--- src/rtl/puf_pkg.sv ---
// Shared widths, record layout and sequencer state encoding for the PUF challenge sequencer.
package puf_pkg;

  localparam int unsigned PUF_WIDTH  = 8;
  localparam int unsigned CHAL_WIDTH = 8;

  // Record layout: {timeout_flag, challenge, response}
  localparam int unsigned RESP_LSB   = 0;
  localparam int unsigned CHAL_LSB   = RESP_LSB + PUF_WIDTH;
  localparam int unsigned TFLAG_BIT  = CHAL_LSB + CHAL_WIDTH;
  localparam int unsigned REC_WIDTH  = TFLAG_BIT + 1;

  typedef enum logic [2:0] {
    StIdle    = 3'd0,
    StSettle  = 3'd1,
    StMeasure = 3'd2,
    StCapture = 3'd3,
    StNext    = 3'd4
  } seq_state_e;

  function automatic logic [REC_WIDTH-1:0] pack_record(input logic                  tflag,
                                                       input logic [CHAL_WIDTH-1:0] chal,
                                                       input logic [PUF_WIDTH-1:0]  resp);
    logic [REC_WIDTH-1:0] rec;
    rec                           = '0;
    rec[TFLAG_BIT]                = tflag;
    rec[CHAL_LSB +: CHAL_WIDTH]   = chal;
    rec[RESP_LSB +: PUF_WIDTH]    = resp;
    return rec;
  endfunction

endpackage

--- src/rtl/puf_resp_fifo.sv ---
// First-word-fall-through FIFO holding measurement records; a pop frees space for a
// same-cycle push even when full.
module puf_resp_fifo #(
  parameter int unsigned Width = 17,
  parameter int unsigned Depth = 4
) (
  input  logic             clk_i,
  input  logic             rst_i,
  input  logic             push_i,
  input  logic [Width-1:0] wdata_i,
  input  logic             pop_i,
  output logic             full_o,
  output logic             empty_o,
  output logic [Width-1:0] rdata_o
);

  localparam int unsigned Aw = (Depth > 1) ? $clog2(Depth) : 1;

  // One extra pointer bit distinguishes full from empty.
  logic [Aw:0]      wr_ptr_q, rd_ptr_q;
  logic [Width-1:0] mem_q [Depth];
  logic             do_push, do_pop;

  assign empty_o = (wr_ptr_q == rd_ptr_q);
  assign full_o  = (wr_ptr_q[Aw] != rd_ptr_q[Aw]) && (wr_ptr_q[Aw-1:0] == rd_ptr_q[Aw-1:0]);
  assign do_pop  = pop_i && !empty_o;
  assign do_push = push_i && (!full_o || do_pop);
  assign rdata_o = empty_o ? '0 : mem_q[rd_ptr_q[Aw-1:0]];

  always_ff @(posedge clk_i or posedge rst_i) begin
    if (rst_i) begin
      wr_ptr_q <= '0;
      rd_ptr_q <= '0;
    end else begin
      if (do_push) wr_ptr_q <= wr_ptr_q + 1'b1;
      if (do_pop)  rd_ptr_q <= rd_ptr_q + 1'b1;
    end
  end

  always_ff @(posedge clk_i) begin
    if (do_push) mem_q[wr_ptr_q[Aw-1:0]] <= wdata_i;
  end

endmodule

--- src/rtl/puf_challenge_sequencer.sv ---
// Sweeps a challenge range over the PUF array, times each measurement and queues
// {timeout, challenge, response} records for the host link.
module puf_challenge_sequencer
  import puf_pkg::*;
#(
  parameter logic [31:0] ENABLE_MASK    = 32'hFFFF_FFFF,
  parameter int unsigned SETTLE_CYCLES  = 16,
  parameter int unsigned TIMEOUT_CYCLES = 65535,
  parameter int unsigned FIFO_DEPTH     = 4
) (
  input  logic                  clock,
  input  logic                  computer_reset,
  input  logic                  start,
  input  logic [CHAL_WIDTH-1:0] first_challenge,
  input  logic [8:0]            num_challenges,
  output logic                  busy,
  output logic                  sweep_done,
  output logic [CHAL_WIDTH-1:0] puf_challenge,
  output logic [31:0]           puf_enable,
  input  logic [PUF_WIDTH-1:0]  puf_out,
  input  logic                  puf_all_done,
  output logic                  resp_valid,
  input  logic                  resp_ready,
  output logic [REC_WIDTH-1:0]  resp_data
);

  localparam int unsigned CntMax = (SETTLE_CYCLES > TIMEOUT_CYCLES) ? SETTLE_CYCLES
                                                                    : TIMEOUT_CYCLES;
  localparam int unsigned CntW   = $clog2(CntMax + 1);
  localparam logic [CntW-1:0] SettleLast  = CntW'(SETTLE_CYCLES - 1);
  localparam logic [CntW-1:0] TimeoutLast = CntW'(TIMEOUT_CYCLES - 1);

  seq_state_e            state_q;
  logic [CHAL_WIDTH-1:0] cur_q;
  logic [8:0]            rem_q;
  logic [CntW-1:0]       cnt_q;
  logic                  tflag_q;
  logic                  busy_q;
  logic                  done_q;
  logic [31:0]           enable_q;

  logic                  fifo_full, fifo_empty;
  logic                  fifo_pop, fifo_push, capture_go;
  logic [REC_WIDTH-1:0]  fifo_wdata;

  assign fifo_pop   = resp_valid && resp_ready;
  assign fifo_push  = (state_q == StCapture);
  // Must agree with the FIFO's own accept rule so the FSM never drops a record.
  assign capture_go = fifo_push && (!fifo_full || fifo_pop);
  assign fifo_wdata = pack_record(tflag_q, cur_q, puf_out);

  always_ff @(posedge clock or posedge computer_reset) begin
    if (computer_reset) begin
      state_q  <= StIdle;
      cur_q    <= '0;
      rem_q    <= '0;
      cnt_q    <= '0;
      tflag_q  <= 1'b0;
      busy_q   <= 1'b0;
      done_q   <= 1'b0;
      enable_q <= '0;
    end else begin
      done_q <= 1'b0;
      unique case (state_q)
        StIdle: begin
          if (start) begin
            cur_q   <= first_challenge;
            rem_q   <= (num_challenges == '0) ? 9'd256 : num_challenges;
            cnt_q   <= '0;
            busy_q  <= 1'b1;
            state_q <= StSettle;
          end
        end
        StSettle: begin
          // Hold here while all_done is stuck high; there is no timeout in settle.
          if (cnt_q == SettleLast) begin
            if (!puf_all_done) begin
              cnt_q    <= '0;
              enable_q <= ENABLE_MASK;
              state_q  <= StMeasure;
            end
          end else begin
            cnt_q <= cnt_q + 1'b1;
          end
        end
        StMeasure: begin
          if (puf_all_done) begin
            tflag_q <= 1'b0;
            state_q <= StCapture;
          end else if (cnt_q == TimeoutLast) begin
            tflag_q <= 1'b1;
            state_q <= StCapture;
          end else begin
            cnt_q <= cnt_q + 1'b1;
          end
        end
        StCapture: begin
          if (capture_go) begin
            enable_q <= '0;
            state_q  <= StNext;
          end
        end
        StNext: begin
          if (rem_q == 9'd1) begin
            done_q  <= 1'b1;
            busy_q  <= 1'b0;
            state_q <= StIdle;
          end else begin
            cur_q   <= cur_q + 1'b1;
            rem_q   <= rem_q - 1'b1;
            cnt_q   <= '0;
            state_q <= StSettle;
          end
        end
        default: state_q <= StIdle;
      endcase
    end
  end

  puf_resp_fifo #(
    .Width (REC_WIDTH),
    .Depth (FIFO_DEPTH)
  ) u_resp_fifo (
    .clk_i   (clock),
    .rst_i   (computer_reset),
    .push_i  (fifo_push),
    .wdata_i (fifo_wdata),
    .pop_i   (fifo_pop),
    .full_o  (fifo_full),
    .empty_o (fifo_empty),
    .rdata_o (resp_data)
  );

  assign resp_valid    = !fifo_empty;
  assign busy          = busy_q;
  assign sweep_done    = done_q;
  assign puf_challenge = cur_q;
  assign puf_enable    = enable_q;

endmodule
--- config.mk ---
export PLATFORM = sky130hd
export DESIGN_NAME = puf_challenge_sequencer
export DESIGN_NICKNAME = d
export VERILOG_FILES = /design/src/rtl/puf_pkg.sv /design/src/rtl/puf_resp_fifo.sv /design/src/rtl/puf_challenge_sequencer.sv
export SDC_FILE = /design/constraint.sdc
export NUM_CORES = 1
export LEC_CHECK = 0
export CAP_MARGIN = 10
export CORE_UTILIZATION = 58
export CTS_CLUSTER_DIAMETER = 150
export CTS_CLUSTER_SIZE = 20
export DETAILED_ROUTE_END_ITERATION = 8
export PLACE_DENSITY = 0.86
export SYNTH_ARGS = -nofsm -noshare
export SYNTH_HDL_FRONTEND = slang
export SYNTH_SLANG_ARGS = --single-unit
--- constraint.sdc ---
create_clock -name clock -period 6.7 [get_ports clock]
set_input_delay 2.01 -clock clock [delete_from_list [all_inputs] [get_ports clock]]
set_output_delay 2.01 -clock clock [all_outputs]
set_load 0.1 [all_outputs]
Word-level counts from Yosys, hierarchy flattened
Memory sizes are Yosys's and may differ from the RTL's. Cells that the tools add are included.

Register bits after elaboration: 77. Latch bits: 0. RAM bits: 68. ROM bits: 0. Input port bits: 30. Output and inout bits: 60. Logic and storage cells: 93. Memories kept: 1.

$add $sub $neg: 5. Multipliers: 0. Div/mod/pow operators: 0. $lt $le $gt $ge: 0. Eq/ne operators: 20. Shifts and indexed selects: 0. Muxes and demuxes: 36. Bitwise operators: 0. Reduce and logical (&&, ||, !) cells: 21.

Memory list: u_resp_fifo.mem_q (words 4, width 17, rd ports 1, clocked after Yosys merged registers in 0, write ports 1, RTL line puf_resp_fifo.sv:21) `logic [Width-1:0] mem_q [Depth];`.

Operators by type and width (count): 16-bit 2-to-1 mux (6); 32-bit 2-to-1 mux (3); 16-bit one-hot mux with 4 select lines (1); 32-bit one-hot mux with 2 select lines (1); 9-bit 2-to-1 mux (3); 3-bit 2-to-1 mux (6); 9-bit one-hot mux with 2 select lines (1); 17-bit 2-to-1 mux (1); 16-bit by 1-bit adder with 16-bit output, second input constant (1); 16-bit equality test, second input constant (1); 16-bit by 4-bit equality test with 1-bit output, second input constant (1); 8-bit 2-to-1 mux (2); 8-bit one-hot mux with 2 select lines (1); 3-bit one-hot mux with 5 select lines (1); 2-bit != test, second input constant (7); 9-bit by 1-bit equality test with 1-bit output, second input constant (1); 9-bit zero test (1); 1-bit 2-to-1 mux (9); 9-bit by 1-bit subtractor with 9-bit output, second input constant (1); 8-bit by 1-bit adder with 8-bit output, second input constant (1); 3-bit by 1-bit adder with 3-bit output, second input constant (2); 3-bit by 2-bit equality test with 1-bit output, second input constant (2); 3-bit != test, second input constant (2); 3-bit AND reduction (2); other kinds (17) (25).

Logic depth before layout (Yosys ltp)
Depth in word-level cells: 8. Depth in mapped cells: 9. Mapped depth without buffers: 7.

Cells and area by module
Synthesis repeated with hierarchy kept, for this count alone.

Cell total of the unflattened synthesis: 483. Area, all modules: 5975.7 µm².

Modules (own cells, without submodules): puf_resp_fifo (instances 1, cells each 143, area an instance 3057.9 µm², seq. area each 2192.1 µm²); puf_challenge_sequencer (instances 1, cells each 340, area an instance 2917.8 µm², seq. area each 1001.0 µm²).

Worst setup path before layout
No wires, ideal clock.

Path type: flip-flop to output port. Start: register u_resp_fifo.rd_ptr_q[0]. End: output port resp_data[10]. Arrival time: 2466 ps. Data required time: 4690 ps. Path slack: 2224 ps. Cell stages (with the launch flop): 5. Buffers on the path: 2. Path through: dfrtp_1 buf_4 buf_2 mux4_2 nor2b_1.

Cells in the longest elaborated chain, start to end: 2. Elaborated cells between the ends (all ways): 3. Classes of those cells: eq/ne (1); mux (1); memory (1).

Ends and longest elaborated chain: start: declaration (RTL line puf_resp_fifo.sv:20) `logic [Aw:0] wr_ptr_q, rd_ptr_q;`; start signal: assignment (RTL line puf_resp_fifo.sv:36) `if (do_pop) rd_ptr_q <= rd_ptr_q + 1'b1;`; memory read 4 x 17 bit / 3-bit equality test (equally long branches); 17-bit 2-to-1 mux * (RTL line puf_resp_fifo.sv:28) `assign rdata_o = empty_o ? '0 : mem_q[rd_ptr_q[Aw-1:0]];`; end: declaration (RTL line puf_challenge_sequencer.sv:24) `output logic [REC_WIDTH-1:0] resp_data`.

Every way passes the cells marked *; elsewhere a longest branch is shown, timed or not.

Final worst setup path
Start: register u_resp_fifo.rd_ptr_q[1]. End: output port resp_valid.

Cells in the longest elaborated chain, start to end: 2.

Ends and longest elaborated chain: 3-bit equality test (RTL line puf_resp_fifo.sv:24) `assign empty_o = (wr_ptr_q == rd_ptr_q);`; 1-bit zero test (RTL line puf_challenge_sequencer.sv:134) `assign resp_valid = !fifo_empty;`; end: declaration (RTL line puf_challenge_sequencer.sv:22) `output logic resp_valid,`.

Every way passes these cells.

==> reports/qor.csv <==
metric,value,unit
status,"finished, final reports clean",
cp.arrival,3880,ps
ir_drop,0.281,mV
synth-edff-count,68,
rsz0062_at_grt,false,
initial_core_util,60.2,%
hold_depth,1,
path_class,reg -> out,
regToRegEndpoint,cnt_q[14],
drv_slew,0,
yosysTopAreaCell,edfxtp_1,
cp.required,4690,ps
clockBufferDepth,2,
clk_pin_slew,60,ps
ys_warn_count,0,
firstDrtPassIters,5,
fp.coreArea,0.00928,sq mm
placed_cell_area,0.00631,sq mm
antenna-diode-count,0,
maxCapViolCount,0,
tightestPinTransition,1200,ps
syn2layout_area_growth,23.0,%
dr_total_vias,3904,
report.final.setup_viol,0,
die_h,100,um
ys_dominant_reg_cell,edfxtp_1,
ant_nets,0,
routed_wl,12200,um
cts_tree,built,
post_cts_buffers,0,
post_drt_wl_per_cell,18.8,um
syn_nets,487,
clock_sinks,114,
nNetsFinal,546,
cellLeakagePower,2.42,nW
avgSynthCellArea,12.5,sq um
ios,90,
place_congestion,0.840,
fill_cells,598,
fin_setup_tns,0,ps
whs_endpoint,u_resp_fifo.rd_ptr_q[2],
post_cts_resized,0,
portBuffers,89,
die_area,0.0100,sq mm
synth_cell_types,54,
r2r_start,state_q[1],
clk_latency,510,ps
fin_hold_ws,498,ps
cp-start-kind,flip-flop,
synthTopCellsByArea,"edfxtp_1 37%, dfrtp_1 21%, mux4_2 6.8%, buf_4 4.3%, a21oi_1 2.3%",
synth_most_common_cell,edfxtp_1,
final-hold-violation-count,0,
h-tree-depth,4,
root_buffer,clkbuf_8,
synth_top_area_share,36.5,%
final_util,74.1,%
regToRegSetupSlack,3450,ps
via_per_inst,6.02,
finalCritPeriodShare,88.0,%
min_period,5890,ps
slew_headroom,19.8,%
numCtsBuffers,17,
fmax,170,MHz
crit_chain,xor2_1 > nor3b_2 > inv_1 > clkdlybuf4s50_1,
hp-class,reg -> reg,
drive_gt1_share,13.3,%
total_power,3.28,mW
cp_slowest_stage_delay,1030,ps
synth-seq-cells,114,
num_rows,35,
worstPathMaxFanout,20,
worstHoldStart,u_resp_fifo.rd_ptr_q[2],
yosysSeqAreaShare,57.1,%
die_x,100,um
crit_path_top_delay_cell,clkdlybuf4s50_1,
drc,0,
reg2reg_depth,5,
final_cells,648,
synthTopCellsByCount,"68 x edfxtp_1, 46 x dfrtp_1, 32 x buf_4, 26 x a21oi_1, 26 x o21ai_0",
final_cell_area,0.00688,sq mm
skew,7.32,ps
antenna_found_initial,0,
dp_slack,1330,ps
drt_iter0_markers,357,
dp_hpwl,7180,um
grt_usage,25.8,%
grt_overflow,0,
syn_area,0.00559,sq mm
grt_pass1_vias,3882,
layout_setup_ws,806,ps
grt_max_degree,47,
grt_pass1_wl,19700,um
ctsHoldBuffers,0,
placed_cells,615,
async_flop_share,40.4,%
power_density,477,mW/mm^2
end_kind,output port,
netlist_instances,447,
-- routing by layer --
layer / wire length [um] / vias to the layer above / track usage (%)
met5: 0 / - / 0
met4: 144 / 0 / 7.80
met3: 731 / 20 / 5.85
met2: 6330 / 178 / 43.9
met1: 4950 / 1919 / 33.2
li1: - / 1787 / -
-- kinds of logic after synthesis --
family,after synthesis,synth area share (%)
and+or+nand+nor,125,12.8
buffers and inverters,69,7.40
xor gates and xnor gates,7,1.10
AOI/OAI and AO/OA,101,11.8
adders and majority gates,10,2.24
DFF,114,57.1
muxes,21,7.58
-- worst max-delay path: cells and delay by family (launching register included) --
| family | cells | cell delay (ps) |
|---|---|---|
| xor+xnor | 1 | 230 |
| flops | 1 | 910 |
| buf+inv | 2 | 1240 |
| simple gates | 1 | 980 |
-- sequential cells by signal (all words and copies together) (netlist names) --
| register | cells |
|---|---|
| u_resp_fifo.wr_ptr_q | 3 |
| u_resp_fifo.mem_q | 68 |
| u_resp_fifo.rd_ptr_q | 3 |
| busy | 1 |
| tflag_q | 1 |
| sweep_done | 1 |
| cnt_q | 16 |
| puf_enable | 1 |
| rem_q | 9 |
| state_q | 3 |
| puf_challenge | 8 |
-- power by group --
| group | switching, mW | internal [mW] | leakage (nW) |
|---|---|---|---|
| logic | 1.05 | 0.401 | 0.981 |
| clock network | 0.322 | 0.526 | 0.264 |
| registers | 0.137 | 0.845 | 1.18 |
-- cells in the final DEF (no fill, tap or decap), drive strengths merged, types with 7 or more instances in the layout --
cell / instances
nand4: 8
edfxtp: 68
nand2: 15
nor4: 7
or4: 16
nor3: 9
ha: 10
mux4: 17
clkdlybuf4s50: 89
inv: 17
a21oi: 33
nor2: 23
nor2b: 18
nand3: 15
o31ai: 15
dfrtp: 46
o21ai: 29
clkinv: 8
clkbuf: 18
-- worst max-delay path by stage --
stage	start	end	slack, ps
after floorplan	u_resp_fifo.rd_ptr_q[0]	resp_data[10]	2220
after global placement	u_resp_fifo.rd_ptr_q[1]	resp_valid	1550
after detailed placement	u_resp_fifo.rd_ptr_q[1]	resp_valid	1330
after CTS	u_resp_fifo.rd_ptr_q[1]	resp_valid	750
after global routing	u_resp_fifo.rd_ptr_q[1]	resp_valid	590
final	u_resp_fifo.rd_ptr_q[1]	resp_valid	810
-- cell type report --
cell class | count | area (sq um) | share of cell area (%)
inverter | 17 | 63.8 | 0.927
multi-input combinational | 264 | 1990 | 28.9
clock inverter | 14 | 140 | 2.04
tap | 129 | 161 | 2.35
sequential | 114 | 3190 | 46.4
clock buffer | 18 | 418 | 6.07
timing repair buffer | 92 | 913 | 13.3
(Power assumes the default switching activity.)
